--- src/rtl/fsmc_fifo_pkg.sv ---
// Shared constants and types for the FSMC host port / dual stream FIFO block.
// Defines the default FIFO depth, the access FSM encoding, and the status/control word bit positions.
package fsmc_fifo_pkg;

  localparam int DEPTH_DEF = 16;
  localparam int DW        = 16;

  typedef enum logic [1:0] {
    ACC_IDLE = 2'd0,
    ACC_DATA = 2'd1,
    ACC_STAT = 2'd2
  } acc_state_e;

  // Status word: {ovf, udf, h2f_count[5:0], 2'b00, f2h_count[5:0]}
  localparam int ST_OVF     = 15;
  localparam int ST_UDF     = 14;
  localparam int ST_H2F_CNT = 8;
  localparam int ST_F2H_CNT = 0;
  localparam int ST_CNT_W   = 6;

  localparam int CTL_FLUSH_H2F = 0;
  localparam int CTL_FLUSH_F2H = 1;
  localparam int CTL_CLR_ERR   = 15;

endpackage

--- src/rtl/fsmc_fifo_port_if.sv ---
// Valid/ready stream used for both fabric-facing FIFO ports.
// The block is master on the H2F stream and slave on the F2H stream.
interface fsmc_fifo_port_if
  import fsmc_fifo_pkg::*;
();

  logic [DW-1:0] data;
  logic          valid;
  logic          ready;

  modport master (output data, output valid, input ready);
  modport slave  (input data, input valid, output ready);

endinterface

--- src/rtl/fsmc_fifo_port_sync_fifo.sv ---
// Single-clock FIFO with occupancy count.
// flush empties the FIFO and overrides any push or pop in the same cycle.
module sync_fifo
  import fsmc_fifo_pkg::*;
#(
  parameter int DEPTH = DEPTH_DEF
) (
  input  logic                     clk,
  input  logic                     reset,
  input  logic                     push,
  input  logic                     pop,
  input  logic                     flush,
  input  logic [DW-1:0]            din,
  output logic [DW-1:0]            head,
  output logic [$clog2(DEPTH):0]   count,
  output logic                     full,
  output logic                     empty
);

  localparam int AW = $clog2(DEPTH);
  localparam logic [AW:0] FULL_CNT = (AW+1)'(DEPTH);

  logic [DW-1:0] mem [DEPTH];
  logic [AW-1:0] wr_ptr;
  logic [AW-1:0] rd_ptr;
  logic          push_ok;
  logic          pop_ok;

  assign empty   = (count == '0);
  assign full    = (count == FULL_CNT);
  assign pop_ok  = pop & ~empty;
  // A push into a full FIFO is still accepted when a pop frees a slot this cycle.
  assign push_ok = push & (~full | pop_ok);
  assign head    = mem[rd_ptr];

  always_ff @(posedge clk) begin
    if (reset || flush) begin
      wr_ptr <= '0;
      rd_ptr <= '0;
      count  <= '0;
    end else begin
      if (push_ok) wr_ptr <= wr_ptr + 1'b1;
      if (pop_ok)  rd_ptr <= rd_ptr + 1'b1;
      case ({push_ok, pop_ok})
        2'b10:   count <= count + 1'b1;
        2'b01:   count <= count - 1'b1;
        default: count <= count;
      endcase
    end
  end

  always_ff @(posedge clk) begin
    if (push_ok && !flush && !reset) mem[wr_ptr] <= din;
  end

endmodule

--- src/rtl/fsmc_fifo_port.sv ---
// FSMC host port bridging chip-select accesses to an H2F and an F2H stream FIFO.
// Each access commits exactly one action on the falling edge of its select.
//
// state    | meaning
// ---------+-----------------------------------------------------------
// IDLE     | no access open; waiting for a clean rise of en or en_stat
// DATA     | data-port access open; push H2F or pop F2H on fall of en
// STAT     | status-port access open; control write commits on fall
module fsmc_fifo_port
  import fsmc_fifo_pkg::*;
#(
  parameter int DEPTH = DEPTH_DEF
) (
  input  logic                    clk,
  input  logic                    reset,
  input  logic                    en,
  input  logic                    en_stat,
  input  logic                    state,
  input  logic [DW-1:0]           wr_data,
  output logic [DW-1:0]           rd_data,
  fsmc_fifo_port_if.master        m,
  fsmc_fifo_port_if.slave         s,
  output logic                    ovf_err,
  output logic                    udf_err
);

  localparam int CW = $clog2(DEPTH) + 1;

  localparam logic [1:0] S_IDLE = ACC_IDLE;
  localparam logic [1:0] S_DATA = ACC_DATA;
  localparam logic [1:0] S_STAT = ACC_STAT;

  logic [1:0]    acc_st;
  logic          acc_dir;
  logic          f2h_empty_start;
  logic          en_q;
  logic          stat_q;
  logic          en_armed;
  logic          stat_armed;
  logic          rise_en;
  logic          rise_stat;
  logic          fall_en;
  logic          fall_stat;

  logic          data_commit;
  logic          stat_commit;
  logic          h2f_push;
  logic          h2f_pop;
  logic          h2f_flush;
  logic          f2h_push;
  logic          f2h_pop;
  logic          f2h_flush;
  logic          ovf_set;
  logic          udf_set;
  logic          err_clr;

  logic [DW-1:0] h2f_head;
  logic [DW-1:0] f2h_head;
  logic [CW-1:0] h2f_count;
  logic [CW-1:0] f2h_count;
  logic          h2f_full;
  logic          h2f_empty;
  logic          f2h_full;
  logic          f2h_empty;
  logic [DW-1:0] status;
  logic [DW-1:0] rd_next;

  // A select held high through reset is not armed until seen low, so a
  // leftover access cannot produce a spurious rise once reset releases.
  assign rise_en   = en & ~en_q & en_armed;
  assign rise_stat = en_stat & ~stat_q & stat_armed;
  assign fall_en   = ~en & en_q;
  assign fall_stat = ~en_stat & stat_q;

  always_ff @(posedge clk) begin
    if (reset) begin
      en_q            <= 1'b0;
      stat_q          <= 1'b0;
      en_armed        <= ~en;
      stat_armed      <= ~en_stat;
      acc_st          <= S_IDLE;
      acc_dir         <= 1'b0;
      f2h_empty_start <= 1'b0;
    end else begin
      en_q   <= en;
      stat_q <= en_stat;
      if (!en)      en_armed   <= 1'b1;
      if (!en_stat) stat_armed <= 1'b1;
      case (acc_st)
        S_IDLE: begin
          if (rise_en && !rise_stat) begin
            acc_st          <= S_DATA;
            acc_dir         <= state;
            f2h_empty_start <= f2h_empty;
          end else if (rise_stat && !rise_en) begin
            acc_st  <= S_STAT;
            acc_dir <= state;
          end
        end
        S_DATA:  if (fall_en)   acc_st <= S_IDLE;
        S_STAT:  if (fall_stat) acc_st <= S_IDLE;
        default: acc_st <= S_IDLE;
      endcase
    end
  end

  assign data_commit = (acc_st == S_DATA) & fall_en;
  assign stat_commit = (acc_st == S_STAT) & fall_stat & ~acc_dir;

  assign h2f_push  = data_commit & ~acc_dir;
  assign h2f_pop   = m.valid & m.ready;
  assign h2f_flush = stat_commit & wr_data[CTL_FLUSH_H2F];

  // A read that opened on an empty F2H never pops, even if data arrived since.
  assign f2h_pop   = data_commit & acc_dir & ~f2h_empty_start;
  assign f2h_push  = s.valid & s.ready;
  assign f2h_flush = stat_commit & wr_data[CTL_FLUSH_F2H];

  assign ovf_set = h2f_push & h2f_full & ~h2f_pop;
  assign udf_set = data_commit & acc_dir & f2h_empty_start;
  assign err_clr = stat_commit & wr_data[CTL_CLR_ERR];

  sync_fifo #(.DEPTH(DEPTH)) u_h2f (
    .clk   (clk),
    .reset (reset),
    .push  (h2f_push),
    .pop   (h2f_pop),
    .flush (h2f_flush),
    .din   (wr_data),
    .head  (h2f_head),
    .count (h2f_count),
    .full  (h2f_full),
    .empty (h2f_empty)
  );

  sync_fifo #(.DEPTH(DEPTH)) u_f2h (
    .clk   (clk),
    .reset (reset),
    .push  (f2h_push),
    .pop   (f2h_pop),
    .flush (f2h_flush),
    .din   (s.data),
    .head  (f2h_head),
    .count (f2h_count),
    .full  (f2h_full),
    .empty (f2h_empty)
  );

  assign m.valid = ~h2f_empty;
  assign m.data  = h2f_head;
  assign s.ready = ~f2h_full;

  always_ff @(posedge clk) begin
    if (reset) begin
      ovf_err <= 1'b0;
      udf_err <= 1'b0;
    end else begin
      if (ovf_set)      ovf_err <= 1'b1;
      else if (err_clr) ovf_err <= 1'b0;
      if (udf_set)      udf_err <= 1'b1;
      else if (err_clr) udf_err <= 1'b0;
    end
  end

  always_comb begin
    status = '0;
    status[ST_OVF] = ovf_err;
    status[ST_UDF] = udf_err;
    status[ST_H2F_CNT +: ST_CNT_W] = ST_CNT_W'(h2f_count);
    status[ST_F2H_CNT +: ST_CNT_W] = ST_CNT_W'(f2h_count);
  end

  always_comb begin
    rd_next = '0;
    if (acc_st == S_DATA && acc_dir) rd_next = f2h_empty ? '0 : f2h_head;
    else if (acc_st == S_STAT)       rd_next = status;
  end

  always_ff @(posedge clk) begin
    if (reset) rd_data <= '0;
    else       rd_data <= rd_next;
  end

endmodule

--- src/flat_wrapper.sv ---
// flat-port wrapper written by rule: the top's interface ports become plain ports
module fsmc_fifo_port_flat import fsmc_fifo_pkg::*;
#(
  parameter int DEPTH = DEPTH_DEF
)
  (clk, reset, en, en_stat, state, wr_data, rd_data, ovf_err, udf_err, m_data, m_valid, m_ready, s_data, s_valid, s_ready);
  fsmc_fifo_port_if m_i ();
  fsmc_fifo_port_if s_i ();
  input  logic clk;
  input  logic reset;
  input  logic en;
  input  logic en_stat;
  input  logic state;
  input  logic [DW-1:0] wr_data;
  output logic [DW-1:0] rd_data;
  output logic ovf_err;
  output logic udf_err;
  output wire logic [$bits(m_i.data)-1:0] m_data;
  output wire logic [$bits(m_i.valid)-1:0] m_valid;
  input wire logic [$bits(m_i.ready)-1:0] m_ready;
  input wire logic [$bits(s_i.data)-1:0] s_data;
  input wire logic [$bits(s_i.valid)-1:0] s_valid;
  output wire logic [$bits(s_i.ready)-1:0] s_ready;
  assign m_data = m_i.data;
  assign m_valid = m_i.valid;
  assign m_i.ready = m_ready;
  assign s_i.data = s_data;
  assign s_i.valid = s_valid;
  assign s_ready = s_i.ready;
  fsmc_fifo_port #(.DEPTH(DEPTH)) u_core (.clk(clk), .reset(reset), .en(en), .en_stat(en_stat), .state(state), .wr_data(wr_data), .rd_data(rd_data), .m(m_i), .s(s_i), .ovf_err(ovf_err), .udf_err(udf_err));
endmodule
--- config.mk ---
export PLATFORM = sky130hd
export DESIGN_NAME = fsmc_fifo_port_flat
export DESIGN_NICKNAME = d
export VERILOG_FILES = /design/src/rtl/fsmc_fifo_pkg.sv /design/src/rtl/fsmc_fifo_port_if.sv /design/src/rtl/fsmc_fifo_port_sync_fifo.sv /design/src/rtl/fsmc_fifo_port.sv /design/src/flat_wrapper.sv
export SDC_FILE = /design/constraint.sdc
export NUM_CORES = 1
export LEC_CHECK = 0
export ABC_AREA = 1
export BUFFER_PORTS_ARGS = -buffer_cell sky130_fd_sc_hd__buf_2
export CORE_UTILIZATION = 62
export DETAILED_ROUTE_END_ITERATION = 16
export PLACE_DENSITY = 0.9
export SETUP_SLACK_MARGIN = 0.05
export SLEW_MARGIN = 20
export SYNTH_ARGS = -nofsm -noshare
export SYNTH_HDL_FRONTEND = slang
export SYNTH_SLANG_ARGS = --single-unit
--- constraint.sdc ---
create_clock -name clk -period 2.83 [get_ports clk]
set_clock_uncertainty 0.2 [all_clocks]
set_input_delay 0.1415 -clock clk [delete_from_list [all_inputs] [get_ports clk]]
set_output_delay 0.1415 -clock clk [all_outputs]
set_load 0.005 [all_outputs]
* After elaboration in Yosys (flattened, before gate mapping)
Memories as Yosys holds them, arrays and structs flattened. A register that Yosys moved wholly into a read port is not among the register bits. Cells that the tools add are included.
Storage, ports and cells: flip-flop bits (word level) 52, bits in writable memories 512, input port bits 39, output and inout port bits 36, word-level logic and storage cells 128, memories kept 2
Memories:
- u_core.u_f2h.mem | words 16, bits a word 16, rd ports 1, clocked after Yosys merged registers in 1, write ports 1, RTL line fsmc_fifo_port_sync_fifo.sv:23 | logic [DW-1:0] mem [DEPTH];
- u_core.u_h2f.mem | words 16, bits a word 16, rd ports 1, clocked after Yosys merged registers in 1, write ports 1, RTL line fsmc_fifo_port_sync_fifo.sv:23
Cells by class: add/subtract/negate cells 8, equality and inequality tests 13, multiplexer cells 27, bitwise operators 37, reductions and logical operators 25
Operators with widths (number):
- $mux 16 | 3
- $and 1x1->1 | 24
- $pmux 5 s2 | 2
- $add 4x1->4 const B | 4
- $mux 4 | 4
- $mux 1 | 13
- $not 1->1 | 11
- $add 5x1->5 const B | 2
- $eq 5x5->1 const B | 2
- $logic_not 5->1 | 2
- $reduce_bool 2->1 | 5
- $sub 5x1->5 const B | 2
- $mux 2 | 4
- $logic_and 1x1->1 | 7
- $eq 2x1->1 const B | 3
- $eq 2x2->1 const B | 3
- $pmux 2 s3 | 1
- $logic_not 1->1 | 5
- $ne 2x1->1 const B | 2
- $ne 2x2->1 const B | 2
- $reduce_and 2->1 | 2
- $ne 3x1->1 const B | 1
- $reduce_and 3->1 | 1
- $logic_not 2->1 | 1
- other kinds (2) | 4

* Longest topological paths before layout
depth after elaboration 12, mapped depth 18, mapped depth without buffers 17

* By module
Synthesis repeated with hierarchy kept, for this count alone.
Unflattened totals: cell total of the unflattened synthesis 2032, area total of the unflattened synthesis 23724.0 µm²
By module, submodules not included:
- sync_fifo (u_core.u_f2h) | times used 1, cells each 944, area an instance 11314.6 µm², sequential area each 8027.7 µm²
- sync_fifo (u_core.u_h2f) | times used 1, cells each 942, area an instance 11304.6 µm², sequential area each 8027.7 µm²
- fsmc_fifo_port | times used 1, cells each 146, area an instance 1104.8 µm², sequential area each 540.5 µm²

* Worst setup path before layout
Ideal clock, no wire load.
path kind reg2reg, start reg u_core.u_h2f.count[0], end reg u_core.u_h2f.count[4], setup time 0.070 ns, data arrival time 2.099 ns, required time 2.560 ns, path slack 0.461 ns, cell stages (with the launch flop) 18, buffers on the path 0, period minus slack after synthesis 2.369 ns, path through dfxtp_1 nor2_1 nand4_2 nand2_2 nand2_2 nand2_4 ha_1 inv_1 fa_1 inv_1 nand2_1 nand2_1 nand2_1 nand2_1 nand2_1 nand2_1 nand2_1 a21oi_1
Between the ends: cells in the longest elaborated chain, start to end 8, elaborated cells on any way between the ends 14, classes of those cells 2 x add/sub; 3 x eq/ne; 1 x mux; 6 x bitwise; 2 x reduce/logical
Ends and longest elaborated chain:
- start: declaration | RTL line fsmc_fifo_port_sync_fifo.sv:15 | output logic [$clog2(DEPTH):0] count,
- start signal: assignment | RTL line fsmc_fifo_port_sync_fifo.sv:45 | 2'b10: count <= count + 1'b1;
- start signal: assignment | RTL line fsmc_fifo_port_sync_fifo.sv:46 | 2'b01: count <= count - 1'b1;
- start signal: assignment | RTL line fsmc_fifo_port_sync_fifo.sv:47 | default: count <= count;
- $logic_not 5->1 * | RTL line fsmc_fifo_port_sync_fifo.sv:29 | assign empty = (count == '0);
- $not 1->1 * | RTL line fsmc_fifo_port.sv:149 | assign m.valid = ~h2f_empty;
- via m_valid | RTL line flat_wrapper.sv:19 | output wire logic [$bits(m_i.valid)-1:0] m_valid;
- $and 1x1->1 | RTL line fsmc_fifo_port.sv:111 | assign h2f_pop = m.valid & m.ready;
- $and 1x1->1 * | RTL line fsmc_fifo_port_sync_fifo.sv:31 | assign pop_ok = pop & ~empty;
- $or 1x1->1 | RTL line fsmc_fifo_port_sync_fifo.sv:33 | assign push_ok = push & (~full | pop_ok);
- $and 1x1->1 | RTL line fsmc_fifo_port_sync_fifo.sv:33
- $eq 2x1->1 / $eq 2x2->1 (equally long branches) | RTL line fsmc_fifo_port_sync_fifo.sv:44 | case ({push_ok, pop_ok})
- $pmux 5 s2 / $reduce_bool 2->1 (equally long branches)
The timed path passes the listed nets; every way through them passes the cells marked *. A chain may end at the register's enable or synchronous reset.

==> flow_metrics.env <==
export IMPL_grt_overflow=0
export IMPL_clk_pin_slew_ns=0.06
export IMPL_synth_nets=2102
export IMPL_first_pass_iters=6
export IMPL_vias=17200
export IMPL_clk_latency_ns=0.61
export IMPL_detailed_place_hpwl_um=32900
export IMPL_synth_edf_count=514
export IMPL_synth_fa_ha_area_share_pct=1.09
export IMPL_fp_dieH_um=197
export IMPL_design_area_um2=26900
export IMPL_path_max_fanout=92
export IMPL_tightestPinTransition_ns=0.925
export IMPL_synth_area_um2=23600
export IMPL_synth_simple_area_share_pct=14.4
export IMPL_mostFrequentLayoutCells="edfxtp_1, nand2_1, nand3_1"
export IMPL_num_rows=71
export IMPL_yosysSeqAreaShare_pct=70.3
export IMPL_placed_area_um2=24700
export IMPL_maxCapViolations=0
export IMPL_cp_common_cell="nand3_1"
export IMPL_power_leakage_nw=9.82
export IMPL_detail_route_antenna_nets=0
export IMPL_cpLargestDelayFamily="flip-flops"
export IMPL_drive_gt1_share_pct=12.8
export IMPL_grt_pass1_wl_um=92400
export IMPL_setup_viol=0
export IMPL_synth_cell_types=38
export IMPL_cellPowerDensity_nw_per_um2=699
export IMPL_end_kind="output pin"
export IMPL_cts_inserted_buffers=53
export IMPL_tritoncts="yes"
export IMPL_fill_cells=2087
export IMPL_gp_congestion=0.863
export IMPL_drv_slew=0
export IMPL_remaining_drc_errors=0
export IMPL_async_flop_share_pct=0
export IMPL_synth_xor_area_share_pct=0.408
export IMPL_die_x_um=197
export IMPL_ys_ff_latch=572
export IMPL_first_global_vias=17000
export IMPL_track_usage_pct=31.6
export IMPL_viasPerCell=6.29
export IMPL_yosys_warnings=0
export IMPL_vdd_drop_max_uv=597
export IMPL_fin_crit_sh_pct=95.0
export IMPL_slowest_stage="dfxtp_4"
export IMPL_critPathBufInv=2
export IMPL_cts_sinks=572
export IMPL_synth_top_family_by_area="simple AND/OR/NAND/NOR gates"
export IMPL_critPathMaxStageDelay_ns=0.53
export IMPL_synthMuxAreaShare_pct=0
export IMPL_htreeDepth=2
export IMPL_cts_buffer_depth=3
export IMPL_crit_path_cell_trace="buf_12 > a21oi_1 > o21ai_0 > nand3_1 > nand3_1 > nand2_1 > buf_2"
export IMPL_crit_arrival_ns=2.35
export IMPL_antenna_found_initial=1
export IMPL_drt_iter0_markers=2465
export IMPL_mostFrequentLayoutCell="edfxtp_1"
export IMPL_port_buffers=74
export IMPL_synth_ff_type="edfxtp_1"
export IMPL_slew_headroom_pct=38.1
export IMPL_fmax_ghz=0.372
export IMPL_timing_final_ws_setup_ns=0.140
export IMPL_die_area_um2=38900
export IMPL_syn_avg_cell_area_um2=11.6
export IMPL_hold_class="in2reg"
export IMPL_design_final_nets=2231
export IMPL_finalHoldViolCount=0
export IMPL_grt_max_degree=147
export IMPL_status="finished, final reports clean"
export IMPL_rsz0062_at_grt="false"
export IMPL_start_util_pct=62.8
export IMPL_cp_required_ns=2.49
export IMPL_wl_per_cell_um=22.5
export IMPL_area_growth_pct=14.0
export IMPL_pre_cts_slack_ns=0.149
export IMPL_syn_inst=2043
export IMPL_core_um2=37600
export IMPL_wirelength_um=61400
export IMPL_synth_compound_area_share_pct=8.13
export IMPL_period_minus_slack_ns=2.69
export IMPL_cp_start_kind="register"
export IMPL_setup_tns_ns=0
export IMPL_ios=75
export IMPL_crit_type="reg2out"
export IMPL_hold_ws_ns=0.184
export IMPL_clock_root_buffer="clkbuf_16"
## sequential cells by signal, summed over array words and instances (netlist names), 2 cells and up, named ones only
signal and flops:
u_core.rd_data 16, u_core.u_h2f.wr_ptr 4, u_core.u_f2h.count 5, u_core.u_f2h.wr_ptr 4, u_core.u_h2f.mem 256, u_core.u_f2h.rd_ptr 4
u_core.acc_st 2, u_core.u_f2h.mem 256, u_core.u_h2f.count 5, u_core.u_h2f.rd_ptr 4
## path summary, 6_finish.rpt
| check | from | to | slack (ns) | cells past startpoint |
|---|---|---|---|---|
| min reg2reg | u_core.ovf_err | u_core.rd_data[15] | 0.29 | 2 |
| max reg2reg | u_core.acc_st[0] | u_core.u_f2h.count[4] | 0.23 | 17 |
| min | en | u_core.en_armed | 0.18 | 3 |
| max | register | m_data[0] | 0.14 | 7 |
## cell usage after synthesis (2+ instances only)
cell	instances	area, um2
nand2_4	6	67.6
buf_4	21	158
dfxtp_1	58	1160
nand3_1	207	1040
clkbuf_1	33	124
a21oi_1	90	450
o21ai_1	9	45.0
nor2_4	2	22.5
nor2_1	221	830
nor3b_1	2	15.0
nand2_1	325	1220
o21ai_0	147	736
o211ai_1	85	638
inv_1	198	743
nor3_4	2	32.5
nand2_2	7	43.8
buf_1	14	52.6
nor2_2	2	12.5
o22ai_1	2	12.5
xor2_1	6	52.6
nand4_1	9	56.3
inv_2	3	11.3
edfxtp_1	514	15400
nor3_1	2	10.0
ha_1	19	238
buf_6	6	67.6
a21boi_1	3	22.5
xnor2_1	5	43.8
buf_2	36	180
## power breakdown
| part | leakage, nW | switching, W | internal (W) |
|---|---|---|---|
| combinational | 3.87 | 0.00150 | 0.000762 |
| sequential | 5.10 | 0.000130 | 0.00927 |
| clock | 0.847 | 0.00312 | 0.00401 |
## worst reg2reg max path: stages (launching register included)
cell	delay, ns
dfxtp_1	0.35
inv_1	0.07
nor2_2	0.13
nand2_2	0.10
nor2_2	0.12
nand2_1	0.11
nor2_4	0.18
ha_4	0.20
xor2_1	0.21
ha_1	0.18
inv_1	0.04
nand2_1	0.10
nand3_1	0.11
nand2_1	0.08
nand2_1	0.07
nand2_1	0.09
nand2_1	0.07
a21oi_1	0.13
## final cells by class
class / count / area, um2 / share of cell area, %
clock inverters: 31 / 245 / 0.911
diodes: 2 / 5.00 / 0.0186
flip-flops and latches: 572 / 16600 / 61.7
repair buffers: 185 / 1410 / 5.23
clock buffers: 68 / 1470 / 5.45
well taps: 511 / 639 / 2.38
inverters: 202 / 761 / 2.83
multi-input cells: 1158 / 5770 / 21.5
## layer usage
metal	track usage, %	up-vias	wire length, um	part of all wire (%)
met4	18.6	0	3810	6.2
met1	39.4	7977	20800	34
li1	-	7343	-	-
met3	7.03	354	7510	12
met5	0	-	0	0
met2	51.0	1484	29300	48
## per-stage QoR
step	instances	power (W)	util, %
2_1_floorplan	2043	0.0110	-
3_3_place_gp	2586	0.0114	65.8
3_5_place_dp	2586	0.0116	65.8
4_1_cts	2726	0.0186	71.5
5_1_grt	2727	0.0193	71.6
6_report	2729	0.0188	71.6
## cell families after synthesis
logic type                 after synthesis
xor gates and xnor gates                11
DFF                                    572
and+or+nand+nor                        789
buffers and inverters                  313
AOI/OAI and AO/OA                      338
adders and majority gates               20
## timing repair
item / 4_1_cts / 5_1_grt
endpoints found under the hold margin: 556 / 0
setup buffers: 1 / 1
pin swaps: 0 / 1
hold buffers: 40 / 0
endpoints found under the setup margin: 1 / 2
resized for setup: 0 / 8
(Power assumes the default switching activity.)
